===== src/rtl/clock_chain_ctrl.sv =====
// Sequencer and set-mode controller for the sec/min/hour count_gate chain; optional auto-repeat via CLOCK_CTRL_AUTOREPEAT_EN.
// Latency: counter-control pulses one cycle after tick_1hz (RUN) or button rising edge (set modes); carries combinational.
// Backpressure: none; counters accept one en pulse per cycle and every step is issued unconditionally.
module clock_chain_ctrl #(
    parameter int CNT_W         = 24,
    parameter int REPEAT_DELAY  = 12_000_000,
    parameter int REPEAT_PERIOD = 3_000_000,
    parameter int TIMEOUT_TICKS = 10
) (
    input  logic       clk,
    input  logic       reset_n,
    input  logic       tick_1hz,
    input  logic       btn_mode,
    input  logic       btn_up,
    input  logic       btn_down,
    input  logic       done_inc_sec,
    input  logic       done_inc_min,
    input  logic       done_inc_hour,
    output logic       en_sec,
    output logic       inc_sec,
    output logic       dec_sec,
    output logic       en_min,
    output logic       inc_min,
    output logic       dec_min,
    output logic       en_hour,
    output logic       inc_hour,
    output logic       dec_hour,
    output logic [1:0] mode,
    output logic       blink,
    output logic       day_pulse
);

    typedef enum logic [1:0] {
        RUN      = 2'd0,
        SET_HOUR = 2'd1,
        SET_MIN  = 2'd2,
        SET_SEC  = 2'd3
    } mode_t;

    // Last tick count before a set mode falls back to RUN.
    localparam logic [3:0] TO_LAST = 4'(TIMEOUT_TICKS - 1);

    mode_t      mode_q;
    logic       blink_q;
    logic [3:0] to_cnt;
    logic       btn_mode_q;
    logic       btn_up_q;
    logic       btn_down_q;
    logic       step_q;
    logic       up_q;
    logic       dn_q;

    logic       mode_ev;
    logic       up_ev;
    logic       dn_ev;
    logic       in_set;
    logic       one_held;
    logic       rpt_step;
    logic       activity;
    logic       up_req;
    logic       dn_req;
    mode_t      mode_nxt;

    assign mode_ev  = btn_mode & ~btn_mode_q;
    assign up_ev    = btn_up & ~btn_up_q;
    assign dn_ev    = btn_down & ~btn_down_q;
    assign in_set   = (mode_q != RUN);
    assign one_held = btn_up ^ btn_down;

`ifdef CLOCK_CTRL_AUTOREPEAT_EN
    // After the first repeat the counter restarts so the next hit lands REPEAT_PERIOD cycles later.
    localparam logic [CNT_W-1:0] RPT_HIT    = CNT_W'(REPEAT_DELAY);
    localparam logic [CNT_W-1:0] RPT_RELOAD = CNT_W'(REPEAT_DELAY - REPEAT_PERIOD + 1);

    logic [CNT_W-1:0] rpt_cnt;
    logic             rpt_hit;

    assign rpt_hit  = (rpt_cnt == RPT_HIT);
    assign rpt_step = in_set & one_held & rpt_hit & ~mode_ev;

    // Hold-time counter: runs only while exactly one of up/down is held in a set mode.
    always_ff @(posedge clk or negedge reset_n) begin
        if (!reset_n) begin
            rpt_cnt <= '0;
        end else if (!in_set || !one_held || mode_ev) begin
            rpt_cnt <= '0;
        end else if (rpt_hit) begin
            rpt_cnt <= RPT_RELOAD;
        end else begin
            rpt_cnt <= rpt_cnt + 1'b1;
        end
    end
`else
    logic unused_rpt_cfg;

    assign rpt_step       = 1'b0;
    assign unused_rpt_cfg = ^{32'(CNT_W), 32'(REPEAT_DELAY), 32'(REPEAT_PERIOD)};
`endif

    assign activity = mode_ev | up_ev | dn_ev | rpt_step;

    // A mode press drops any simultaneous step; both buttons held also suppresses stepping.
    assign up_req = in_set & ~mode_ev & btn_up & ~btn_down & (up_ev | rpt_step);
    assign dn_req = in_set & ~mode_ev & btn_down & ~btn_up & (dn_ev | rpt_step);

    // Next mode in the RUN -> SET_HOUR -> SET_MIN -> SET_SEC -> RUN cycle.
    always_comb begin
        mode_nxt = RUN;
        case (mode_q)
            RUN:      mode_nxt = SET_HOUR;
            SET_HOUR: mode_nxt = SET_MIN;
            SET_MIN:  mode_nxt = SET_SEC;
            default:  mode_nxt = RUN;
        endcase
    end

    // Mode FSM with blink phase and inactivity timeout.
    always_ff @(posedge clk or negedge reset_n) begin
        if (!reset_n) begin
            mode_q  <= RUN;
            blink_q <= 1'b0;
            to_cnt  <= 4'd0;
        end else if (mode_ev) begin
            mode_q  <= mode_nxt;
            blink_q <= (mode_nxt != RUN);
            to_cnt  <= 4'd0;
        end else if (in_set && tick_1hz && !activity && to_cnt == TO_LAST) begin
            mode_q  <= RUN;
            blink_q <= 1'b0;
            to_cnt  <= 4'd0;
        end else if (in_set) begin
            if (activity) begin
                to_cnt <= 4'd0;
            end else if (tick_1hz) begin
                to_cnt <= to_cnt + 4'd1;
            end
            if (tick_1hz) begin
                blink_q <= ~blink_q;
            end
        end else begin
            blink_q <= 1'b0;
            to_cnt  <= 4'd0;
        end
    end

    // Button history and the registered step requests that drive the counters.
    always_ff @(posedge clk or negedge reset_n) begin
        if (!reset_n) begin
            btn_mode_q <= 1'b0;
            btn_up_q   <= 1'b0;
            btn_down_q <= 1'b0;
            step_q     <= 1'b0;
            up_q       <= 1'b0;
            dn_q       <= 1'b0;
        end else begin
            btn_mode_q <= btn_mode;
            btn_up_q   <= btn_up;
            btn_down_q <= btn_down;
            step_q     <= tick_1hz & ~in_set;
            up_q       <= up_req;
            dn_q       <= dn_req;
        end
    end

    // Carries ride only on the RUN step so a set-mode edit at max never ripples.
    logic run_min;
    logic run_hour;
    logic sel_sec;
    logic sel_min;
    logic sel_hour;

    assign sel_sec  = (mode_q == SET_SEC);
    assign sel_min  = (mode_q == SET_MIN);
    assign sel_hour = (mode_q == SET_HOUR);
    assign run_min  = step_q & done_inc_sec;
    assign run_hour = run_min & done_inc_min;

    assign inc_sec   = step_q | (up_q & sel_sec);
    assign dec_sec   = dn_q & sel_sec;
    assign en_sec    = inc_sec | dec_sec;
    assign inc_min   = run_min | (up_q & sel_min);
    assign dec_min   = dn_q & sel_min;
    assign en_min    = inc_min | dec_min;
    assign inc_hour  = run_hour | (up_q & sel_hour);
    assign dec_hour  = dn_q & sel_hour;
    assign en_hour   = inc_hour | dec_hour;
    assign day_pulse = run_hour & done_inc_hour;
    assign mode      = mode_q;
    assign blink     = blink_q;

endmodule


===== config.mk =====
export PLATFORM = sky130hd
export DESIGN_NAME = clock_chain_ctrl
export DESIGN_NICKNAME = d
export VERILOG_FILES = /design/src/rtl/clock_chain_ctrl.sv
export SDC_FILE = /design/constraint.sdc
export NUM_CORES = 1
export LEC_CHECK = 0
export ABC_AREA = 1
export ABC_CLOCK_PERIOD_IN_PS = 1900
export CORE_ASPECT_RATIO = 1.2
export CORE_MARGIN = 2
export CORE_UTILIZATION = 40
export DETAILED_ROUTE_END_ITERATION = 6
export PLACE_DENSITY = 0.74
export SLEW_MARGIN = 5
export SYNTH_ARGS = -nofsm -noshare
export SYNTH_HDL_FRONTEND = slang
export SYNTH_SLANG_ARGS = --single-unit

===== constraint.sdc =====
create_clock -name clk -period 1.9 [get_ports clk]
set_clock_uncertainty 0.15 [all_clocks]
set_input_delay 0.19 -clock clk [delete_from_list [all_inputs] [get_ports clk]]
set_output_delay 0.19 -clock clk [all_outputs]
set_load 0.01 [all_outputs]

Word level (Yosys, flattened, before mapping)

Index checks and enable logic that the tools add are counted.

Bits in registers: 13
Input bits: 9
Word-level logic and storage cells: 72
Output and inout port bits: 13

$add $sub $neg: 1
Equal/unequal tests: 6
Bitwise gates (word level): 36
Reduce and logical (&&, ||, !) cells: 8
Muxes and demuxes: 12

Operators by type and width:

| operator              | count |
|---|---|
| $and A1 B1 Y1         | 20 |
| $mux W4               | 5 |
| $not A1 Y1            | 8 |
| $or A1 B1 Y1          | 8 |
| $pmux W2 S3           | 1 |
| $reduce_bool A2 Y1    | 3 |
| $ne A5 B3 Y1 const B  | 1 |
| $add A4 B1 Y4 const B | 1 |
| $eq A2 B2 Y1 const B  | 2 |
| $eq A4 B4 Y1 const B  | 1 |
| $mux W1               | 4 |
| $mux W2               | 2 |
| $ne A4 B3 Y1 const B  | 1 |
| $logic_and A1 B1 Y1   | 3 |
| $eq A2 B1 Y1 const B  | 1 |
| $logic_not A2 Y1      | 1 |
| $logic_not A1 Y1      | 1 |

Logic depth before layout (Yosys ltp)

Depth after elaboration: 9
Depth in mapped cells: 9
Gate-level depth less buffers: 9

Worst setup path after synthesis

OpenSTA, ideal clock, no wires.

Path type: register -> output
Start point: register mode_q[0], in the netlist mode[0]
End point: output en_min
Data required time: 1560 ps
Setup slack: 273 ps
Arrival time: 1287 ps
Buffers on the path: 0
Cell stages (with the launch flop): 5
Cell sequence: dfrtp_1 inv_1 ha_1 a22o_1 or2_2

Word-level cells in the longest chain between the ends: 4
Elaborated cells between the ends (all ways): 5
Those cells by class: 1 x eq/ne; 4 x bitwise

RTL lines:

| item                   | RTL line | RTL |
|---|---|---|
| start, declared        | 43       | `mode_t mode_q;` |
| start signal, assigned | 124      | `mode_q <= mode_nxt;` |
| $eq A2 B2 Y1           | 173      | `assign sel_min = (mode_q == SET_MIN);` |
| $and A1 B1 Y1          | 181      | `assign inc_min = run_min \| (up_q & sel_min);` |
| $or A1 B1 Y1           | 181      |  |
| net inc_min            | 23       | `output logic inc_min,` |
| $or A1 B1 Y1           | 183      | `assign en_min = inc_min \| dec_min;` |
| end, declared          | 22       | `output logic en_min,` |

The timed path passes the listed nets, and every way through them passes these cells.

Final worst setup path

Start point: register mode_q[0], in the netlist mode[0]
End point: output en_min

Word-level cells in the longest chain between the ends: 4
Elaborated cells between the ends (all ways): 5
Those cells by class: 1 x eq/ne; 4 x bitwise

RTL lines:

| item           | RTL line |
|---|---|
| $eq A2 B2 Y1 * | 173 |
| $and A1 B1 Y1  | 181 |
| $or A1 B1 Y1   | 181 |
| $or A1 B1 Y1 * | 183 |

Mark *: on every way between the ends. The rest lies on a longest branch, timed or not.

==> metrics.md <==
| Metric | Value |
|---|---|
| First-pass GRT wire length | `just over 3000 um` |
| Pre-antenna DRT Iters | `4` |
| Post-Synth Adder-Cell Area | `under 10%` |
| Syn-to-layout area delta | `37.7%` |
| Initial antenna violation count | `0` |
| RePlAce Congestion | `between 0.7 and 0.8` |
| Grt total ovfl | `0` |
| Syn Std Cell Area | `approximately 810 um^2` |
| Max Slew Vio Count | `0` |
| Post-route DRC | `0` |
| Post-synthesis mux area share | `0%` |
| Crit-path max FO | `4` |
| # rows | `17` |
| Worst-Skew Late Latency | `0.28 ns` |
| Synthesized Nets | `118` |
| Critical Path End Type | `output port` |
| Distinct cells, synth | `19` |
| Clk pin slew, worst setup/hold paths | `approximately 0.080 ns` |
| Total power | `approximately 0.0012 W` |
| Final Setup Violations | `0` |
| Die Wd | `about 45 um` |
| DRT Wirelength | `around 1800 um` |
| Setup Crit Path Kind | `register to output port` |
| Routed vias | `around 760` |
| Synth Area in XOR/XNOR | `0%` |
| CP Cell Sequence | `inv_2 -> ha_4 -> a22o_1 -> or2_4 -> buf_6` |
| Worst Hold Class | `primary input to async pin` |
| Share of cells above drive strength 1 | `a little under 30%` |
| Max rail drop VDD | `668 uV` |
| Total die area | `about 2400 um^2` |
| Global Route Usage Sum | `17.1%` |
| Ant diodes | `0` |
| Dpl cells | `145` |
| CTS hold repair buffers | `0` |
| Post-Place Cell Area | `roughly 1100 um^2` |
| Unrepaired setup endpoints after global routing | `yes` |
| Largest family of logic cells by synthesized area | `simple AND/OR/NAND/NOR gates` |
| Worst setup SP type | `register` |
| Nets | `~150` |
| Ys Warns | `0` |
| CTS tree | `done` |
| Hpwl dp | `1360 um` |
| Status | `finished, final reports clean` |
| Top cells by area, synth | `dfrtp_1 (40%), nand2_1 (12%), ha_1 (9.3%)` |
| Pwr dens | `~1100 nW/um^2` |
| Post-synthesis register bit count | `13` |
| Num CTS Buffers | `3` |
| Starting Density | `about 43%` |
| Period utilisation layout | `97.3%` |
| IO Count | `22` |
| Share of the synthesized area in the top cell type | `~40%` |
| Clock Root Buffer | `clkbuf_4` |
| Synth Instances | `a little over 100` |
| Compound-Gate Fraction of Synth Area | `6.17%` |
| Finished Layout Cells | `about 150` |
| Synthesized area per cell | `roughly 7.9 um^2` |
| Slowest CP cell | `dfrtp_1` |
| Clock Path Buffers | `2` |
| Wirelength per Cell | `11.5 um` |
| Final hold viol count | `0` |
| Max_slew headroom | `between 60% and 70%` |
| H-tree levels | `1` |
| Sequential share of the synthesized area | `between 40% and 50%` |
| Vias in the first global route | `761` |
| Worst EP required | `between 1.5 and 2 ns` |
| Fin crit period | `1.85 ns` |
| Leakage | `slightly above 0.6 nW` |
| Initial DRC Count | `3` |
| Detail Route Antenna Nets | `0` |
| DIE HEIGHT | `53.3 um` |
| Cell taking the most area after synthesis | `dfrtp_1` |
| Largest net degree at the start of global routing | `14` |
| PortBufs | `21` |
| Maxcap violations | `0` |
| Arrival @ worst endpoint | `~1.5 ns` |
| Core Area | `about 1900 um^2` |
| Final instance area | `1120 um^2` |
| Critical path's largest stage delay | `approximately 0.41 ns` |
| Clock sink count | `13` |
| Vias/cell | `4.97` |
| Simple-gate area share of the yosys netlist | `35.2%` |
| Tightest Pin Transition | `0.573 ns` |
| FMAX | `approximately 540 MHz` |
-- cell type report --
class | instances | area [um^2]
clock inverter | 1 | 5.00
multi-input combinational | 70 | 437
sequential | 13 | 325
clock buffer | 3 | 22.5
timing repair buffer | 26 | 228
inverter | 20 | 75.1
tap | 19 | 23.8
fill | 176 | 756
-- cell families after synthesis --
group	Yosys count
buf+inv	20
fa+ha+maj	6
simple gates	57
flops	13
compound gates	7
-- per-layer routing --
metal / GRT usage [%] / wire [um]
met4: 5.88 / 13
met2: 35.2 / 988
met1: 16.3 / 654
met3: 2.39 / 95
met5: 0 / 0
-- sequential cells by signal (all words and copies together) (netlist names) --
register    count
to_cnt          4
mode            2
blink           1
btn_down_q      1
btn_mode_q      1
btn_up_q        1
dn_q            1
step_q          1
up_q            1
-- path summary, 6_finish.rpt --
kind / from / to / slack, ns / depth (start not counted)
min in group clk: btn_down / btn_down_q / 0.28 / 1
min: reset_n / to_cnt[2] / 0.12 / 1
max: mode[0] / en_min / 0.05 / 5
min reg2reg: btn_up_q / up_q / 0.40 / 3
max reg2reg: mode[0] / to_cnt[2] / 0.15 / 10
max in group asynchronous: reset_n / dn_q / 1.10 / 1
-- placed cells by master (no fill, tap or decap) --
master,netlist,final
clkdlybuf4s50_1,0,12
inv_2,3,5
or2_4,0,1
a21oi_2,1,1
o21ai_2,2,3
nand2_4,3,3
dlymetal6s2s_1,0,1
ha_4,0,1
buf_2,0,1
clkinv_2,0,1
a22o_1,1,1
buf_6,0,1
a21oi_1,1,1
nand4_1,2,2
ha_1,6,2
ha_2,0,3
dfrtp_1,13,13
nor2_2,3,3
clkbuf_4,0,3
o21ai_0,2,1
nand3_1,8,8
inv_1,17,15
nor2_1,3,3
nand2_2,3,3
or2_2,2,1
clkbuf_2,0,3
buf_4,0,5
nand2_1,26,26
nor3_1,6,6
nand3_2,1,1
dlygate4sd2_1,0,3
-- critical path, delay by kind of cell (launching register included) --
kind	cells	cell delay (ns)
DFF	1	0.41
adders and majority gates	1	0.16
AOI/OAI and AO/OA	1	0.24
buffers and inverters	2	0.19
and+or+nand+nor	1	0.23
-- cell usage after synthesis --
library cell,number
nor2_2,3
inv_1,17
dfrtp_1,13
o21ai_0,2
or2_2,2
ha_1,6
nand3_1,8
nand2_4,3
a21oi_2,1
a21oi_1,1
nand3_2,1
nand2_2,3
o21ai_2,2
nand4_1,2
nand2_1,26
a22o_1,1
nor2_1,3
inv_2,3
nor3_1,6
-- report_power, final --
part	leakage [nW]	internal, W	switching (W)
logic	0.438	0.000304	0.000300
clock network	0.0177	0.0000781	0.0000909
registers	0.167	0.000335	0.0000698
total	0.623	0.000717	0.000461
-- through the flow --
step | setup slack (ns) | hold WS (ns) | utilization, % | setup TNS, ns
global route | -0.0146 | 0.159 | 59.6 | -0.0223
floorplan | 0.273 | -0.256 | - | 0
global placement | -0.0351 | 0.373 | 56.6 | -0.0351
detailed placement | -0.0987 | 0.386 | 56.6 | -0.113
CTS | 0.000961 | 0.150 | 58.5 | 0
finish | 0.0516 | 0.123 | 59.6 | 0
-- timing repair --
item | in CTS | in global routing
pin swaps | 1 | 2
setup buffers | 1 | 2
endpoints found under the setup margin | 8 | 6
resized for setup | 21 | 11
No activity file was read; power rests on OpenSTA's default activity.
